**src/rtl/uart_echo_responder.sv**
```systemverilog
// UART echo responder: takes bytes from the uart receive handshake, buffers them in a small
// FIFO and retransmits each one (optionally XOR-transformed) through the uart transmit side.
// Two independent FSMs: the RX side pushes into the FIFO, the TX side pops and transmits.

module uart_echo_responder #(
  parameter int unsigned FIFO_AW      = 4,
  parameter logic [7:0]  XOR_MASK     = 8'h00,
  parameter int unsigned BUSY_TIMEOUT = 15
) (
  input  logic             clk_50m,
  input  logic             rst,
  input  logic             rx_rdy,
  input  logic [7:0]       rx_data,
  output logic             rx_rdy_clr,
  output logic [7:0]       tx_din,
  output logic             tx_wr_en,
  input  logic             tx_busy,
  input  logic             echo_en,
  input  logic             ovf_clr,
  output logic             overflow,
  output logic [FIFO_AW:0] fifo_count,
  output logic [15:0]      byte_count
);

  localparam int unsigned Depth       = 2 ** FIFO_AW;
  localparam logic [7:0]  TimeoutLast = 8'(BUSY_TIMEOUT - 1);
  localparam logic [FIFO_AW:0] PtrOne = {{FIFO_AW{1'b0}}, 1'b1};

  typedef enum logic [1:0] {
    RxIdle,
    RxAck,
    RxWait
  } rx_state_e;

  typedef enum logic [1:0] {
    TxIdle,
    TxLoad,
    TxWaitHi,
    TxWaitLo
  } tx_state_e;

  rx_state_e rx_state_q, rx_state_d;
  tx_state_e tx_state_q, tx_state_d;

  // Pointers carry one extra wrap bit so full and empty are distinguishable.
  logic [FIFO_AW:0] wr_ptr_q, rd_ptr_q;
  logic [7:0]       mem_q [Depth];

  logic       fifo_full, fifo_empty;
  logic       push, drop, pop;
  logic [7:0] timer_q, timer_d;
  logic [7:0] tx_din_q;
  logic       overflow_q;
  logic [15:0] byte_count_q;

  assign fifo_count = wr_ptr_q - rd_ptr_q;
  assign fifo_empty = (wr_ptr_q == rd_ptr_q);
  // Full is judged on start-of-cycle pointers, so a same-cycle pop never frees a slot.
  assign fifo_full  = (wr_ptr_q[FIFO_AW] != rd_ptr_q[FIFO_AW]) &&
                      (wr_ptr_q[FIFO_AW-1:0] == rd_ptr_q[FIFO_AW-1:0]);

  assign tx_din     = tx_din_q;
  assign overflow   = overflow_q;
  assign byte_count = byte_count_q;

  // RX next-state: accept (push or drop) once per byte, acknowledge, then wait for rdy to drop.
  always_comb begin
    rx_state_d = rx_state_q;
    push       = 1'b0;
    drop       = 1'b0;
    rx_rdy_clr = 1'b0;
    unique case (rx_state_q)
      RxIdle: begin
        if (rx_rdy) begin
          if (fifo_full) begin
            drop = 1'b1;
          end else begin
            push = 1'b1;
          end
          rx_state_d = RxAck;
        end
      end
      RxAck: begin
        rx_rdy_clr = 1'b1;
        rx_state_d = RxWait;
      end
      RxWait: begin
        if (!rx_rdy) begin
          rx_state_d = RxIdle;
        end
      end
      default: rx_state_d = RxIdle;
    endcase
  end

  // TX next-state: pop, strobe wr_en, then follow tx_busy up and down (with a rise timeout).
  always_comb begin
    tx_state_d = tx_state_q;
    timer_d    = timer_q;
    pop        = 1'b0;
    tx_wr_en   = 1'b0;
    unique case (tx_state_q)
      TxIdle: begin
        timer_d = 8'd0;
        if (echo_en && !fifo_empty && !tx_busy) begin
          pop        = 1'b1;
          tx_state_d = TxLoad;
        end
      end
      TxLoad: begin
        tx_wr_en   = 1'b1;
        timer_d    = 8'd0;
        tx_state_d = TxWaitHi;
      end
      TxWaitHi: begin
        if (tx_busy) begin
          tx_state_d = TxWaitLo;
        end else if (timer_q == TimeoutLast) begin
          // Transmitter never acknowledged; treat the byte as sent.
          tx_state_d = TxIdle;
        end else begin
          timer_d = timer_q + 8'd1;
        end
      end
      TxWaitLo: begin
        if (!tx_busy) begin
          tx_state_d = TxIdle;
        end
      end
      default: tx_state_d = TxIdle;
    endcase
  end

  // FSM state registers.
  always_ff @(posedge clk_50m) begin
    if (rst) begin
      rx_state_q <= RxIdle;
      tx_state_q <= TxIdle;
      timer_q    <= 8'd0;
    end else begin
      rx_state_q <= rx_state_d;
      tx_state_q <= tx_state_d;
      timer_q    <= timer_d;
    end
  end

  // FIFO pointers; reset discards anything buffered.
  always_ff @(posedge clk_50m) begin
    if (rst) begin
      wr_ptr_q <= '0;
      rd_ptr_q <= '0;
    end else begin
      if (push) begin
        wr_ptr_q <= wr_ptr_q + PtrOne;
      end
      if (pop) begin
        rd_ptr_q <= rd_ptr_q + PtrOne;
      end
    end
  end

  // FIFO storage, no reset needed since contents are guarded by the pointers.
  always_ff @(posedge clk_50m) begin
    if (push) begin
      mem_q[wr_ptr_q[FIFO_AW-1:0]] <= rx_data;
    end
  end

  // Transmit data register; holds the last transmitted byte between transfers.
  always_ff @(posedge clk_50m) begin
    if (rst) begin
      tx_din_q <= 8'h00;
    end else if (pop) begin
      tx_din_q <= mem_q[rd_ptr_q[FIFO_AW-1:0]] ^ XOR_MASK;
    end
  end

  // Transmitted-byte counter, wraps naturally at 16 bits.
  always_ff @(posedge clk_50m) begin
    if (rst) begin
      byte_count_q <= 16'h0000;
    end else if (tx_wr_en) begin
      byte_count_q <= byte_count_q + 16'd1;
    end
  end

  // Sticky overflow; a drop in the same cycle as a clear keeps it set.
  always_ff @(posedge clk_50m) begin
    if (rst) begin
      overflow_q <= 1'b0;
    end else if (drop) begin
      overflow_q <= 1'b1;
    end else if (ovf_clr) begin
      overflow_q <= 1'b0;
    end
  end

endmodule
```
**config.mk**
```make
export PLATFORM = sky130hd
export DESIGN_NAME = uart_echo_responder
export DESIGN_NICKNAME = d
export VERILOG_FILES = /design/src/rtl/uart_echo_responder.sv
export SDC_FILE = /design/constraint.sdc
export NUM_CORES = 1
export LEC_CHECK = 0
export CORE_AREA = 4 4 134 136
export DETAILED_ROUTE_END_ITERATION = 6
export DIE_AREA = 0 0 138 140
export GPL_TIMING_DRIVEN = 0
export PLACE_DENSITY = 0.59
export SYNTH_ARGS = -nofsm -noshare
export SYNTH_HDL_FRONTEND = slang
export SYNTH_SLANG_ARGS = --single-unit
```
**constraint.sdc**
```tcl
create_clock -name clk_50m -period 4.1 [get_ports clk_50m]
set_input_delay 0.615 -clock clk_50m [delete_from_list [all_inputs] [get_ports clk_50m]]
set_output_delay 0.615 -clock clk_50m [all_outputs]
set_load 0.005 [all_outputs]
```
**Word level (Yosys, flattened, before mapping)**

Memory sizes are Yosys's and may differ from the RTL's. A register that Yosys moved wholly into a read port is not among the register bits.
Index checks and enable logic that the tools add are counted.
Widths: inputs -> output; s select.

- Add/subtract/negate cells: 5
- Shifts and indexed selects: 0
- Magnitude comparators: 0
- Multipliers: 0
- Eq/ne operators: 16
- Bitwise operators: 0
- Reductions and logical operators: 13
- Divide/modulo/power cells: 0
- Mux-type cells: 25

Operators with widths:

| operator | number |
|---|---|
| $add 16x1->16 const B | 1 |
| $mux 8 | 2 |
| $pmux 8 s2 | 1 |
| $mux 1 | 14 |
| $mux 2 | 6 |
| $ne 2x2->1 const B | 6 |
| $add 5x1->5 const B | 2 |
| $add 8x1->8 const B | 1 |
| $eq 8x4->1 const B | 1 |
| $pmux 2 s4 | 1 |
| $eq 2x2->1 const B | 3 |
| $pmux 2 s3 | 1 |
| $reduce_and 3->1 | 2 |
| $eq 5x5->1 | 1 |
| $sub 5x5->5 | 1 |
| $eq 2x1->1 const B | 2 |
| $eq 4x4->1 | 1 |
| $logic_not 2->1 | 2 |
| $reduce_bool 2->1 | 2 |
| $logic_and 1x1->1 | 3 |
| $ne 3x3->1 const B | 1 |
| $logic_not 1->1 | 2 |
| $reduce_and 2->1 | 1 |
| $reduce_or 2->1 | 1 |
| $ne 1x1->1 | 1 |

- Bits in read-only memories: 0
- Output and inout port bits: 32
- Flip-flop bits (word level): 39
- Bits in latches: 0
- RAM bits: 128
- Memories kept: 1
- Word-level logic and storage cells: 67

Memory list:

| name | words | width | rd ports | clocked after Yosys merged registers in | wr ports | RTL line | text |
|---|---|---|---|---|---|---|---|
| mem_q | 16 | 8 | 1 | 1 | 1 | 47 | `logic [7:0] mem_q [Depth];` |

**Longest topological paths before layout**

Gate-level depths: netlist of run 1.

- Depth in word-level cells: 7
- Mapped depth: 10

**Worst setup path after synthesis of run 1**

Ideal clock, no wire load.

- Path kind: register to register
- Start point: register rd_ptr_q[1]
- End point: memory mem_q[2][0], enable pin
- Data arrival time: 2260 ps
- Stages on the path, launching flop included: 10
- Setup slack: 1457 ps
- Clock period less this slack: 2643 ps
- Setup time: 383 ps
- Path through: dfxtp_1 buf_6 buf_8 buf_6 inv_1 ha_1 nand4_2 o21a_1 nand2_1 nor3_1

- Longest elaborated chain between the ends: 7

RTL lines:

| item | RTL line | text |
|---|---|---|
| start: declaration | 46 | `logic [FIFO_AW:0] wr_ptr_q, rd_ptr_q;` |
| start signal: assignment | 157 | `rd_ptr_q <= rd_ptr_q + PtrOne;` |
| $eq 4x4->1 | 60 | `(wr_ptr_q[FIFO_AW-1:0] == rd_ptr_q[FIFO_AW-1:0]);` |
| $logic_and 1x1->1 | 59 | `assign fifo_full = (wr_ptr_q[FIFO_AW] != rd_ptr_q[FIFO_AW]) &&` |
| $mux 1 | 75 | `if (fifo_full) begin` |
| $mux 1 | 74 | `if (rx_rdy) begin` |
| $mux 1 | 72 | `unique case (rx_state_q)` |
| $mux 1 | 164 | `if (push) begin` |
| $mux 1 (implied by the code) | 165 | `mem_q[wr_ptr_q[FIFO_AW-1:0]] <= rx_data;` |
| end: declaration | 47 |  |

Every way passes these cells.

**Worst setup path after layout of run 1**

- Start point: register rd_ptr_q[2]
- End point: memory mem_q[1][5], enable pin

The elaborated chain is that of the path after synthesis.

==> impl_metrics.json, run 1 <==
{
  "status": "completed",
  "p_per_area_mw_per_mm2": 432,
  "maxCapViolCount": 0,
  "yosysTopAreaCellShare": 0.525,
  "grt_max_degree": 17,
  "finalHoldViolCount": 0,
  "io_pins": 46,
  "cp_num_buf_inv": 3,
  "dieArea_mm2": 0.0193,
  "synth_ff_type": "edfxtp_1",
  "m1WireLength_um": 7300,
  "hold_buffers": 0,
  "max_freq_mhz": 288,
  "fin_cells": 802,
  "cp.arrival_ps": 3510,
  "crit_fanout": 10,
  "crit_path_end_kind": "flop",
  "rsz0062_at_grt": "false",
  "cpMaxStageDelayCell": "nor3_1",
  "htreeDepth": 4,
  "clockBufferDepth": 2,
  "finClkSkew_ps": 11.2,
  "leakagePower_uw": 0.00268,
  "slew_headroom": 0.124,
  "gp_congestion": 0.778,
  "holdCritPathClass": "reg2reg",
  "slew_violations": 0,
  "synth-edff-count": 128,
  "worstSetupPathType": "reg2reg",
  "drcViolationCount": 0,
  "dpl-instance-area_mm2": 0.00805,
  "groute.usage.overall": 0.170,
  "routed.top_layer": "met4",
  "vdd_drop_max_mv": 0.317,
  "drtPass1Iterations": 5,
  "drive_gt1_frac": 0.146,
  "cts-buffers-inserted": 17,
  "wl_met2_um": 7560,
  "viasPerCell": 5.33,
  "grt_pass1_vias": 4322,
  "yosys_warnings": 0,
  "vias": 4274,
  "wl_per_cell_um": 19.8,
  "yosysTopAreaCell": "edfxtp_1",
  "core_mm2": 0.0169,
  "worst_setup_path_start_kind": "flop",
  "io_buffers": 45,
  "crit_required_ps": 4130,
  "antenna_cells": 0,
  "drt-total-wl_um": 15900,
  "postCtsSetupRepairBufs": 0,
  "post-place-cells": 770,
  "synth_area_leaders": "edfxtp_1 53%, dfxtp_1 13%, mux4_2 4.9%",
  "cpPeakStageDelay_ps": 1030,
  "chipHeight_um": 140,
  "fin_area_mm2": 0.00862,
  "ys_seq_area_frac": 0.654,
  "die_w_um": 138,
  "fp-row-count": 48,
  "dp_hpwl_um": 10500,
  "power.total_uw": 3720,
  "numClockSinks": 175,
  "finalCritPeriodShare": 0.848,
  "avgSynthCellArea_um2": 14.6,
  "finalSetupTns_ps": 0,
  "insertion_delay_ps": 430,
  "drt_iter0_markers": 282,
  "grt_overflow_total": 0,
  "yosysUniqueCellTypes": 63,
  "initial_core_util": 0.432,
  "tightestPinTransition_ps": 1300,
  "synth_area_mm2": 0.00732,
  "synth_seq_cells": 175,
  "fin_nets": 591,
  "syn-instance-count": 500,
  "fin_crit_ps": 3480,
  "cts_tree": "built",
  "crit_chain": "buf_6 > buf_2 > inv_1 > ha_1 > nand4_2 > o21a_1 > nand2_1 > nor3_1",
  "cts_resized": 0,
  "syn_nets": 527,
  "ant_nets": 0,
  "clk_pin_slew_ps": 70,
  "wl_met3_um": 809,
  "cp_top_family": "simple AND/OR/NAND/NOR gates",
  "ys_async_sr_fraction": 0,
  "areaGrowthSynthToFinish_pct": 17.8,
  "antenna_found_initial": 0,
  "final_util": 0.509,
  "setup_violations": 0,
  "grt_pass1_wl_um": 24900,
  "cts_root_buf": "clkbuf_16"
}
where the power goes:
group | switching, uW | internal (uW) | total (uW) | leakage [uW]
Sequential | 19.2 | 1930 | 1950 | 0.00153
Clock | 693 | 843 | 1540 | 0.000269
Combinational | 136 | 106 | 242 | 0.000879
Total | 848 | 2880 | 3720 | 0.00268
registers in the layout, summed over array words and instances (netlist names):
signal / flops
mem_q: 128
byte_count: 16
timer_q: 8
tx_din: 8
rd_ptr_q: 5
wr_ptr_q: 5
rx_state_q: 2
tx_state_q: 2
overflow: 1
cells in the mapped netlist (2+ instances only):
library cell	number
buf_2	4
nor4_1	2
nand3_4	2
nand2b_1	4
a211oi_1	4
xnor2_1	14
o21ai_0	4
nand3_1	7
mux4_2	16
buf_4	2
o21a_1	2
nand2_1	17
a21o_1	3
nor3_1	6
o31ai_1	2
mux2i_1	33
or4_1	2
a221oi_1	7
a311oi_1	8
clkbuf_1	7
a21oi_1	22
buf_1	3
and2_2	2
buf_6	6
ha_1	12
inv_1	14
nand4_1	4
dfxtp_1	47
or3_1	3
mux2_2	2
xor2_1	12
o21ai_1	9
nor2_1	48
nor4b_2	2
o22ai_1	8
and2_1	2
nor2b_1	5
edfxtp_1	128
worst min-delay path: cells and delay by family, from the launching register on:
kind	cells	cell delay, ps
compound gates	2	120
flops	1	320
stage by stage:
step                      hold WS, ps  setup slack, ps
after global routing              538              349
after detailed placement          491              417
after floorplan                   468             1460
after global placement            462              561
final                             488              623
after CTS                         500              388
worst paths after layout:
path | start | slack [ps] | cells past startpoint | end
worst max-delay path | rd_ptr_q[2] | 620 | 8 | mem_q[1][5]
worst min-delay path | byte_count[15] | 490 | 2 | byte_count[15]
worst max register to register | rd_ptr_q[2] | 620 | 8 | mem_q[1][5]
worst min register to register | byte_count[15] | 490 | 2 | byte_count[15]
final cells by class:
| type | instances | area (um2) |
|---|---|---|
| fillers | 1484 | 8320 |
| flip-flops and latches | 175 | 4780 |
| multi-input cells | 286 | 2310 |
| repair buffers | 45 | 450 |
| clock buffers | 17 | 425 |
| well taps | 225 | 282 |
| plain buffers | 24 | 175 |
| clock inverters | 15 | 134 |
| inverters | 15 | 58.8 |
cells by family (layout without fill, tap and decap cells):
family                     after synthesis  count (layout)  share of synthesized area
xor gates and xnor gates                27              27                     0.0333
muxes                                   51              51                     0.0974
and+or+nand+nor                        120             120                     0.0911
buffers and inverters                   39             116                     0.0320
AOI/OAI and AO/OA                       75              75                     0.0692
DFF                                    175             175                      0.654
adders and majority gates               13              13                     0.0232
placed cells by master (no fill, tap or decap), types with 5 or more instances in the layout:
| cell type | instances |
|---|---|
| inv_1 | 14 |
| clkbuf_1 | 7 |
| nand2_1 | 17 |
| clkdlybuf4s50_1 | 45 |
| edfxtp_1 | 128 |
| buf_6 | 6 |
| nor2_1 | 48 |
| ha_1 | 12 |
| o21ai_1 | 9 |
| mux2i_1 | 33 |
| xor2_1 | 12 |
| a221oi_1 | 7 |
| o22ai_1 | 8 |
| nor2b_1 | 5 |
| dfxtp_1 | 47 |
| nand3_1 | 7 |
| a21oi_1 | 22 |
| inv_6 | 6 |
| mux4_2 | 16 |
| xnor2_1 | 14 |
| a311oi_1 | 8 |
| clkbuf_16 | 17 |
layer usage:
metal / global-route usage / up-vias
li1: - / 2031
met1: 0.228 / 2104
met2: 0.278 / 119
met3: 0.0345 / 20
met4: 0.0608 / 0
met5: 0 / -
Power figures use the tool's default switching activity.
==> inputs of run 2 (changes only) <==
--- a/config.mk
+++ b/config.mk
@@ -9,7 +9,7 @@
 export DETAILED_ROUTE_END_ITERATION = 6
 export DIE_AREA = 0 0 138 140
 export GPL_TIMING_DRIVEN = 0
-export PLACE_DENSITY = 0.59
+export PLACE_DENSITY = 0.61
 export SYNTH_ARGS = -nofsm -noshare
 export SYNTH_HDL_FRONTEND = slang
 export SYNTH_SLANG_ARGS = --single-unit
==> constraint.sdc (replaced) <==
create_clock -name clk_50m -period 2.82 [get_ports clk_50m]
set_input_delay 0.423 -clock clk_50m [delete_from_list [all_inputs] [get_ports clk_50m]]
set_output_delay 0.423 -clock clk_50m [all_outputs]
set_load 0.005 [all_outputs]
==> run 2 against run 1 <==
  * Critical path depth down 1
  * Clock power up 57%
  * Flip-flop and latch count unchanged
  * Clock skew down 1.7 ps
  * Power up 51%
  * Routed wire length down 0.64%
  * Global-route usage down 0.36 points
  * Worst hold slack better by 11 ps
  * Utilization up 1.2 points
  * Via count up 0.21%
  * Sequential share of layout area down 1.2 points
==> impl_metrics.json, run 2 (same netlist as run 1, synthesis figures left out) <==
{
  "status": "completed",
  "grt_overflow_total": 0,
  "grt_pass1_wl_um": 24300,
  "cpMaxStageDelayCell": "nor2_2",
  "layout_commonest_cell": "edfxtp_1",
  "setup_violations": 0,
  "finalCritPeriodShare": 0.966,
  "crit_chain": "clkbuf_2 > inv_1 > ha_1 > nand4_2 > o21a_1 > nand2_1 > nor2_2",
  "cts_tree": "built",
  "ant_nets": 0,
  "cp_top_family": "simple AND/OR/NAND/NOR gates",
  "die_w_um": 138,
  "drt_iter0_markers": 274,
  "fin_nets": 594,
  "dieArea_mm2": 0.0193,
  "whs_ps": 499,
  "post-place-cells": 770,
  "fin_crit_ps": 2720,
  "gp_congestion": 0.848,
  "numClockSinks": 175,
  "groute.usage.overall": 0.167,
  "maxCapViolCount": 0,
  "viasPerCell": 5.32,
  "final_cell_mix": "128 x edfxtp_1, 45 x dfxtp_1, 43 x clkdlybuf4s50_1, 39 x nor2_1, 33 x mux2i_1",
  "drtPass1Iterations": 4,
  "rsz0062_at_grt": "true",
  "cp_num_buf_inv": 2,
  "fillers": 1437,
  "dp_hpwl_um": 10500,
  "crit_fanout": 10,
  "clk_pin_slew_ps": 70,
  "grt_pass1_vias": 4317,
  "insertion_delay_ps": 430,
  "crit_path_end_kind": "flop",
  "worst_setup_path_start_kind": "flop",
  "fp-row-count": 48,
  "drcViolationCount": 0,
  "areaGrowthSynthToFinish_pct": 20.7,
  "slew_violations": 0,
  "chipHeight_um": 140,
  "core_mm2": 0.0169,
  "grt_use_met2": 0.272,
  "p_per_area_mw_per_mm2": 636,
  "cp.arrival_ps": 2800,
  "tightestPinTransition_ps": 783,
  "finClkSkew_ps": 9.50,
  "max_freq_mhz": 367,
  "leakagePower_uw": 0.00274,
  "gr-max-usage-layer": "met2",
  "antenna_cells": 0,
  "vias": 4283,
  "slew_headroom": 0.478,
  "largest_reg_flops": 128,
  "drt-total-wl_um": 15800,
  "holdCritPathClass": "reg2reg",
  "clockBufferDepth": 2,
  "grt_use_met3": 0.0427,
  "drive_gt1_frac": 0.172,
  "fin_ws_ps": 95.1,
  "hold_buffers": 0,
  "dpl_worst_slack_ps": -682,
  "fin_cells": 805,
  "worstSetupPathType": "reg2reg",
  "htreeDepth": 4,
  "final_util": 0.521,
  "cts-buffers-inserted": 17,
  "grt_use_met1": 0.218,
  "io_buffers": 45,
  "io_pins": 46,
  "cpPeakStageDelay_ps": 470,
  "cts_root_buf": "clkbuf_16",
  "initial_core_util": 0.432,
  "wl_per_cell_um": 19.6,
  "finalHoldViolCount": 0,
  "vdd_drop_max_mv": 0.434,
  "antenna_found_initial": 0,
  "grt_max_degree": 19,
  "crit_required_ps": 2890
}
-- run 2: cell types whose count changed in the layout (fill, tap and decap cells not counted), sizes merged --
| cell | change |
|---|---|
| buf | +3 |
| clkinv | -3 |
| bufinv | +2 |
| clkdlybuf4s50 | -2 |
| dlygate4sd2 | +2 |
| clkbuf | +1 |
-- run 2: worst paths after layout --
| check | cells past startpoint | startpoint | slack (ps) | end |
|---|---|---|---|---|
| hold / removal | 2 | byte_count[15] | 500 | byte_count[15] |
| setup / recovery | 7 | rd_ptr_q[3] | 100 | mem_q[4][0] |
| hold reg to reg | 2 | byte_count[15] | 500 | byte_count[15] |
| setup reg to reg | 7 | rd_ptr_q[3] | 100 | mem_q[4][0] |
-- run 2: timing repair --
action,in CTS,in global routing
setup buffers,2,3
endpoints found under the setup margin,131,96
pin swaps,0,2
resized for setup,28,5
-- run 2: where the power goes --
group | switching, uW | internal, uW | total, uW
sequential | 28.1 | 2800 | 2830
combinational | 204 | 166 | 370
clock | 1010 | 1410 | 2420
-- run 2: per-stage QoR --
stage / power [uW] / TNS (ps) / area [um2]
after floorplan: 3060 / 0 / 7320
after global placement: 3220 / -36720 / 8050
after detailed placement: 3240 / -39730 / 8050
after CTS: 5650 / 0 / 8750
after global routing: 5810 / -3130 / 8830
final: 5610 / 0 / 8830
-- run 2: area by class of cell --
| class | count | area [um2] | share of cell area |
|---|---|---|---|
| clock buffer | 18 | 429 | 0.0486 |
| clock inverter | 14 | 178 | 0.0201 |
| tap | 225 | 282 | 0.0319 |
| sequential | 175 | 4790 | 0.543 |
| inverter | 15 | 58.8 | 0.00666 |
| buffer | 22 | 183 | 0.0207 |
| timing repair buffer | 50 | 523 | 0.0592 |
| multi-input combinational | 286 | 2390 | 0.270 |
-- run 2: per-layer routing --
layer,up-vias,routed length [um]
li1,2027,-
met2,90,7700
met4,0,259
met5,-,0
met1,2145,7100
met3,21,744
-- run 2: tightest hold or removal path, stage by stage (launching register included) --
cell,delay (ps)
dfxtp_1,320
o31ai_1,70
a21oi_1,60
